--- src/rtl/univ_shift_reg.sv ---
// Universal shift register: hold, shift left/right, parallel load, with a wrap counter and shift_done pulse.
// Optional rotate mode is enabled by defining UNIV_SR_ROTATE_EN.
module univ_shift_reg #(
    parameter  int unsigned WIDTH = 8,
    localparam int unsigned CNT_W = (WIDTH > 2) ? $clog2(WIDTH) : 1
) (
    input  logic             clk,
    input  logic             rst,
    input  logic             en,
    input  logic [1:0]       mode,
    input  logic [WIDTH-1:0] load_data,
    input  logic             sin_r,
    input  logic             sin_l,
`ifdef UNIV_SR_ROTATE_EN
    input  logic             rotate,
`endif
    output logic [WIDTH-1:0] data_out,
    output logic             sout_l,
    output logic             sout_r,
    output logic [CNT_W-1:0] shift_cnt,
    output logic             shift_done
);

    typedef enum logic [1:0] {
        MODE_HOLD  = 2'b00,
        MODE_SHL   = 2'b01,
        MODE_SHR   = 2'b10,
        MODE_LOAD  = 2'b11
    } mode_t;

    localparam logic [CNT_W-1:0] CNT_MAX = CNT_W'(WIDTH - 1);

    mode_t            mode_e;
    logic             fill_r;
    logic             fill_l;
    logic             cnt_wrap;
    logic [CNT_W-1:0] cnt_next;

    assign mode_e = mode_t'(mode);

    // Bits shifted in at each end; rotate feeds back the bit falling off the opposite end.
    always_comb begin
        fill_r = sin_r;
        fill_l = sin_l;
`ifdef UNIV_SR_ROTATE_EN
        if (rotate) begin
            fill_r = data_out[WIDTH-1];
            fill_l = data_out[0];
        end
`endif
    end

    always_comb begin
        cnt_wrap = (shift_cnt == CNT_MAX);
        cnt_next = cnt_wrap ? '0 : shift_cnt + 1'b1;
    end

    always_ff @(posedge clk or posedge rst) begin
        if (rst) begin
            data_out   <= '0;
            shift_cnt  <= '0;
            shift_done <= 1'b0;
        end else if (!en) begin
            shift_done <= 1'b0;
        end else begin
            case (mode_e)
                MODE_HOLD: begin
                    shift_done <= 1'b0;
                end
                MODE_SHL: begin
                    data_out   <= {data_out[WIDTH-2:0], fill_r};
                    shift_cnt  <= cnt_next;
                    shift_done <= cnt_wrap;
                end
                MODE_SHR: begin
                    data_out   <= {fill_l, data_out[WIDTH-1:1]};
                    shift_cnt  <= cnt_next;
                    shift_done <= cnt_wrap;
                end
                default: begin
                    data_out   <= load_data;
                    shift_cnt  <= '0;
                    shift_done <= 1'b0;
                end
            endcase
        end
    end

    assign sout_l = data_out[WIDTH-1];
    assign sout_r = data_out[0];

endmodule

--- config.mk ---
export PLATFORM = sky130hd
export DESIGN_NAME = univ_shift_reg
export DESIGN_NICKNAME = d
export VERILOG_FILES = /design/src/rtl/univ_shift_reg.sv
export SDC_FILE = /design/constraint.sdc
export NUM_CORES = 1
export LEC_CHECK = 0
export BUFFER_PORTS_ARGS = -buffer_cell sky130_fd_sc_hd__buf_2
export CAP_MARGIN = 25
export CORE_MARGIN = 4
export CORE_UTILIZATION = 49
export CTS_CLUSTER_SIZE = 28
export DETAILED_ROUTE_END_ITERATION = 6
export GPL_ROUTABILITY_DRIVEN = 0
export PLACE_DENSITY = 0.81
export SLEW_MARGIN = 40
export SYNTH_ARGS = -nofsm -noshare
export SYNTH_HDL_FRONTEND = slang
export SYNTH_SLANG_ARGS = --single-unit
--- constraint.sdc ---
create_clock -name clk -period 2.95 [get_ports clk]
set_input_delay 0.295 -clock clk [delete_from_list [all_inputs] [get_ports clk]]
set_output_delay 0.295 -clock clk [all_outputs]
set_load 0.05 [all_outputs]
== Yosys cells after proc, flatten, opt, wreduce, memory -nomap -nowiden ==
Cells that the tools add are included.

* $add $sub $neg: 1
* Equal/unequal tests: 3
* Mux-type cells: 5
* Bitwise operators: 1
* Reductions and logical operators: 3

{| class="wikitable"
|+ Operator list
! kind !! count
|-
| $pmux W8 S3 || 1
|-
| $pmux W3 S2 || 1
|-
| $add A3 B1 Y3 const B || 1
|-
| $eq A3 B3 Y1 const B || 1
|-
| $mux W3 || 1
|-
| $eq A2 B1 Y1 const B || 1
|-
| $eq A2 B2 Y1 const B || 1
|-
| $logic_not A2 Y1 || 1
|-
| $mux W1 || 2
|-
| $reduce_and A2 Y1 || 1
|-
| $reduce_or A2 Y1 || 1
|-
| $not A1 Y1 || 1
|}

* Bits in registers: 12
* Input bits: 15
* Output and inout bits: 14
* Word-level logic and storage cells: 16

== Depth between registers and ports, before layout ==
* Depth after elaboration: 4
* Gate-level depth with buffers: 6
* Gate-level depth less buffers: 5

== Worst setup path after synthesis ==
Ideal clock, no wire load.

* Kind: register to register
* From: register shift_cnt[0]
* To: register shift_cnt[0]
* Setup time: 0.065 ns
* Arrival: 1.400 ns
* Data required time: 2.885 ns
* Slack: 1.485 ns
* Stages on the path, launching flop included: 5
* Path buffers: 0
* Clock period less this slack: 1.465 ns
* Path through: dfrtp_1 ha_1 ha_1 nor4b_2 a21o_1

* Longest elaborated chain between the ends: 3
* Elaborated cells between the ends (all ways): 4
* Classes of those cells: add/sub (1); eq/ne (1); mux (2)

{| class="wikitable"
|+ Ends and longest elaborated chain
! what !! line !! text
|-
| start: declaration || 20 || <nowiki>output logic [CNT_W-1:0] shift_cnt,</nowiki>
|-
| start signal: assignment || 72 || <nowiki>shift_cnt <= cnt_next;</nowiki>
|-
| start signal: assignment || 77 || <nowiki>shift_cnt <= cnt_next;</nowiki>
|-
| $add A3 B1 Y3 or $eq A3 B3 Y1 (tied branches) || 55, 54 ||
|-
| $mux W3 (*) || 55 || <nowiki>cnt_next = cnt_wrap ? '0 : shift_cnt + 1'b1;</nowiki>
|-
| $pmux W3 S2 (*) || 66 || <nowiki>case (mode_e)</nowiki>
|}

Every way passes the cells marked *; elsewhere a longest branch is shown, timed or not.
A chain may end at the register's enable or synchronous reset.

== Worst setup path after layout ==
* From: input port mode[0]
* To: register data_out[0]

* Longest elaborated chain between the ends: 3
* Elaborated cells between the ends (all ways): 6
* Classes of those cells: eq/ne (2); mux (1); bitwise (1); reduce/logical (2)

{| class="wikitable"
|+ Ends and longest elaborated chain
! what !! line !! text
|-
| start: declaration || 10 || <nowiki>input logic [1:0] mode,</nowiki>
|-
| branches (longest 3 deep; another with $pmux W8 S3) || n/a ||
|-
| end signal: assignment || 71 || <nowiki>data_out <= {data_out[WIDTH-2:0], fill_r};</nowiki>
|-
| end signal: assignment || 76 || <nowiki>data_out <= {fill_l, data_out[WIDTH-1:1]};</nowiki>
|-
| end signal: assignment || 81 || <nowiki>data_out <= load_data;</nowiki>
|-
| end: declaration || 17 || <nowiki>output logic [WIDTH-1:0] data_out,</nowiki>
|}

Parallel ways; which one is timed is not known.

==> results <==
- The worst-margin pin slew is 549.6 ps.
- The filler cell count in the final layout is 114.
- IR analysis of the VDD net gives a maximum drop of 0.4663 mV.
- The proportion of synthesized chip area in sequential cells is 0.4203.
- The number of global-route vias before repair is 565.
- TritonCTS built the clock tree.
- The average wire per standard cell is 12.83 microns.
- The fraction of the mapped netlist area in simple logic gates is 0.1121.
- Across every metal layer, demand over resource in global routing totals 0.1593.
- The type of the worst min-delay path is input port to async pin.
- Wires add up to 1399 microns.
- The final core area utilization is 0.6351.
- The cts-stage hold buffer count is 0.
- The most critical setup path has its startpoint at mode[0].
- The post-synthesis sequential element count is 12.
- In this run the standard cell core region covers 0.001334 sq mm.
- In this run the critical register-to-register path is launched from shift_cnt[0].
- The repair_antennas step left the layout with diodes totalling 0.
- The mean post-synth cell area is 10.21 sq um.
- The most common cell after layout, fill and taps aside is sky130_fd_sc_hd__buf_2.
- Of all cell types, the one taking the most synthesized area is sky130_fd_sc_hd__dfrtp_1.
- The worst max-slew margin expressed relative to the limit is 0.6336.
- The timing-limited maximum frequency is 753.3 MHz.
- Leaving out fill and tap cells, the most frequent cells in the layout are sky130_fd_sc_hd__buf_2 (28), sky130_fd_sc_hd__dfrtp_1 (12), sky130_fd_sc_hd__a21o_1 (9).
- The share of total power dissipated in combinational logic is 0.395.
- Entering global routing, the biggest net connects 23 pins.
- Synthesis instantiated 15 different standard cells from the library.
- For flop-to-flop paths, the worst setup slack is 1690 ps.
- The via-per-instance ratio is 5.376.
- The compound-cell area share of the yosys netlist came to 0.2767.
- For this design, the sink count on the clock tree is 12.
- In this run the critical register-to-register path is captured at shift_cnt[0].
- In this run the clock root is driven by a sky130_fd_sc_hd__clkbuf_4.
- Measured in cells, the most critical reg-to-reg path has a length of 4.
- Measured against the total synthesized area, the mux share comes to 0.
- Yosys printed 0 warnings.
- In the routed design, unresolved DRC markers number 0.
- The xor and xnor area share after synthesis is 0.
- Max-cap violations in this run came to 0.
- The number of antenna violations at the first check in global routing is 0.
- The worst setup path is of the input port to flop kind.
- The growth of design area from synthesis to finish is 18.56%.
- Between clock sinks in the finished design, the worst skew comes to 5.036 ps.
- The run finished with clean final reports.
- Of all nets on the critical path, the largest fanout is 20.
- STA classifies the critical path endpoint as a flop.
- The final count of pins violating max slew is 0.
- The total number of vias is 586.
- After layout, the minimum clock period comes to 1327 ps.
- The HPWL reported at the end of detailed placement is 1051 microns.
- The number of top-level design ports is 29.
- The first TritonRoute pass finished after 4 iterations.
- For this design the ratio of total power to cell area is 677.5 mW/mm^2.
- Summed over all layers, the global routing overflow is 0.
- The detailed router finished its first iteration with 13 violations.
- The total die area is 0.002133 sq mm.
- In this run the horizontal extent of the chip is 46.19 microns.
- The longest clock path from root to sink contains 2 buffers.
- Input and output buffers added on the ports amount to 28.
- The adder-cell area share of the yosys netlist is 0.08757.
- The initial standard-cell utilization of the core is 0.5356.
- STA puts the critical path data required time at 3160 ps.
- The critical path arrival is 1540 ps.
- The final-layout setup total negative slack is 0 ps.
- Dividing the final minimum period by the clock period gives 0.4500.
- The number of hold violations in the final report is 0.
- After floorplanning, the core was divided into 13 placement rows.
- The multi-input gate area in the final layout is 340.3 sq um.
- Sorting the synthesized cells by area gives the leading types as sky130_fd_sc_hd__dfrtp_1 (42%), sky130_fd_sc_hd__a21o_1 (9.5%), sky130_fd_sc_hd__ha_1 (8.8%).
- In this run the worst setup path terminates at data_out[0].
- CTS built an H-tree with a depth of 1.
- The internal cell power is 327.7 uW.
- The clock reaches the later pin of the worst-skew pair after 260 ps.
- The clock share of power is 0.227.
- The number of gates given a new drive strength after cts is 0.
- The post-synthesis net count is 90.
- The total clock buffers created by CTS is 3.
- After clock tree synthesis, the clock-pin slew on the worst setup and hold paths is 80 ps.
- The analysis attributes to cell leakage a power of 0.0004887 uW.
- The sequential cells in the finished layout cover a total of 300.3 sq um.
- The worst setup path is launched from an input port.
- Setup repair after global routing left no endpoint under its margin.
- The area share of the largest cell type after synthesis is 0.4203.
- The global-route wire length before repair is 2518 microns.
- The post-CTS setup repair buffer count is 0.
- The count of nets after finishing is 115.
- The die is 46.19 microns tall.
- The count of antenna-violating nets left after detailed routing is 0.
- The share of total power dissipated in sequential elements is 0.377.
- The share of cells above drive strength 1 is 0.3617.
- The cell count after synthesis is 70.
- The area of the mapped netlist is 714.4 sq um.
- The net switching power is 246.2 uW.
- Of the total power, the share spent switching nets is 0.4290.
- The largest family of logic cells by synthesized area is compound AO/OA/AOI/OAI gates.
- Setup violations remaining at the end of the flow were counted as 0.
[kinds of logic after synthesis]
logic type,Yosys count
AO/OA/AOI/OAI,27
AND/OR/NAND/NOR,15
flip-flops,12
buffers and inverters,11
adder cells (fa/ha/maj),5
[Yosys cell counts]
master and instances:
sky130_fd_sc_hd__nor2_1 8, sky130_fd_sc_hd__nand2_1 4, sky130_fd_sc_hd__o21ai_1 2, sky130_fd_sc_hd__inv_1 3, sky130_fd_sc_hd__a21o_1 9, sky130_fd_sc_hd__a211oi_1 8
sky130_fd_sc_hd__and3_1 1, sky130_fd_sc_hd__ha_1 5, sky130_fd_sc_hd__buf_4 4, sky130_fd_sc_hd__nand2b_4 1, sky130_fd_sc_hd__buf_6 2, sky130_fd_sc_hd__nor4b_2 1
sky130_fd_sc_hd__dfrtp_1 12, sky130_fd_sc_hd__buf_2 2, sky130_fd_sc_hd__a22oi_1 8
[stage by stage]
stage | total power, uW | setup slack [ps] | hold WS [ps] | cell area, sq um | cells
global placement | 445.1 | 1409 | 327.3 | 810.8 | 105
floorplan | 403.3 | 1485 | 159.7 | 714.4 | 70
finish | 573.8 | 1623 | 23.26 | 847.1 | 109
global route | 607.3 | 1437 | 56.62 | 847.1 | 109
detailed placement | 448.8 | 1336 | 328.7 | 810.8 | 105
CTS | 579.7 | 1621 | 39.02 | 847.1 | 109
[power by group through the flow]
| stage | registers [uW] | clock network [uW] | logic (uW) |
|---|---|---|---|
| after detailed placement | 220 | 0 | 229 |
| final | 216 | 131 | 227 |
| after global routing | 222 | 140 | 245 |
| after floorplan | 310 | 0 | 93.0 |
| after global placement | 220 | 0 | 225 |
| after CTS | 216 | 134 | 229 |
[layer usage]
metal,track usage,part of all wire,up-vias
met3,0.03906,0.079,0
met4,0.01705,0,0
met5,0,0,-
met1,0.2249,0.46,269
met2,0.2527,0.46,17
li1,-,-,300
[flip-flops by register name (all words and copies together) (netlist names)]
name / cells
shift_cnt: 3
shift_done: 1
data_out: 8
[critical path, cell delays in order]
cell and delay [ps]:
sky130_fd_sc_hd__buf_2 90, sky130_fd_sc_hd__inv_1 50, sky130_fd_sc_hd__ha_1 630, sky130_fd_sc_hd__nor2_1 110
sky130_fd_sc_hd__a211oi_1 250, sky130_fd_sc_hd__a21o_1 110
[worst min path at each step]
stage / depth (start not counted) / to / slack [ps] / startpoint
after floorplan: 1 / data_out[0] / 160 / rst
after global placement: 2 / shift_cnt[1] / 330 / rst
after detailed placement: 2 / shift_cnt[1] / 330 / rst
after CTS: 2 / shift_cnt[0] / 40 / rst
after global routing: 2 / shift_cnt[0] / 60 / rst
final: 2 / shift_cnt[0] / 20 / rst
[cell type report]
cell class,instances,share of cell area
well taps,15,0.02216
clock buffers,4,0.04284
multi-input cells,47,0.4018
repair buffers,28,0.1654
inverters,3,0.01329
flip-flops and latches,12,0.3545
No activity file was read; power rests on OpenSTA's default activity.
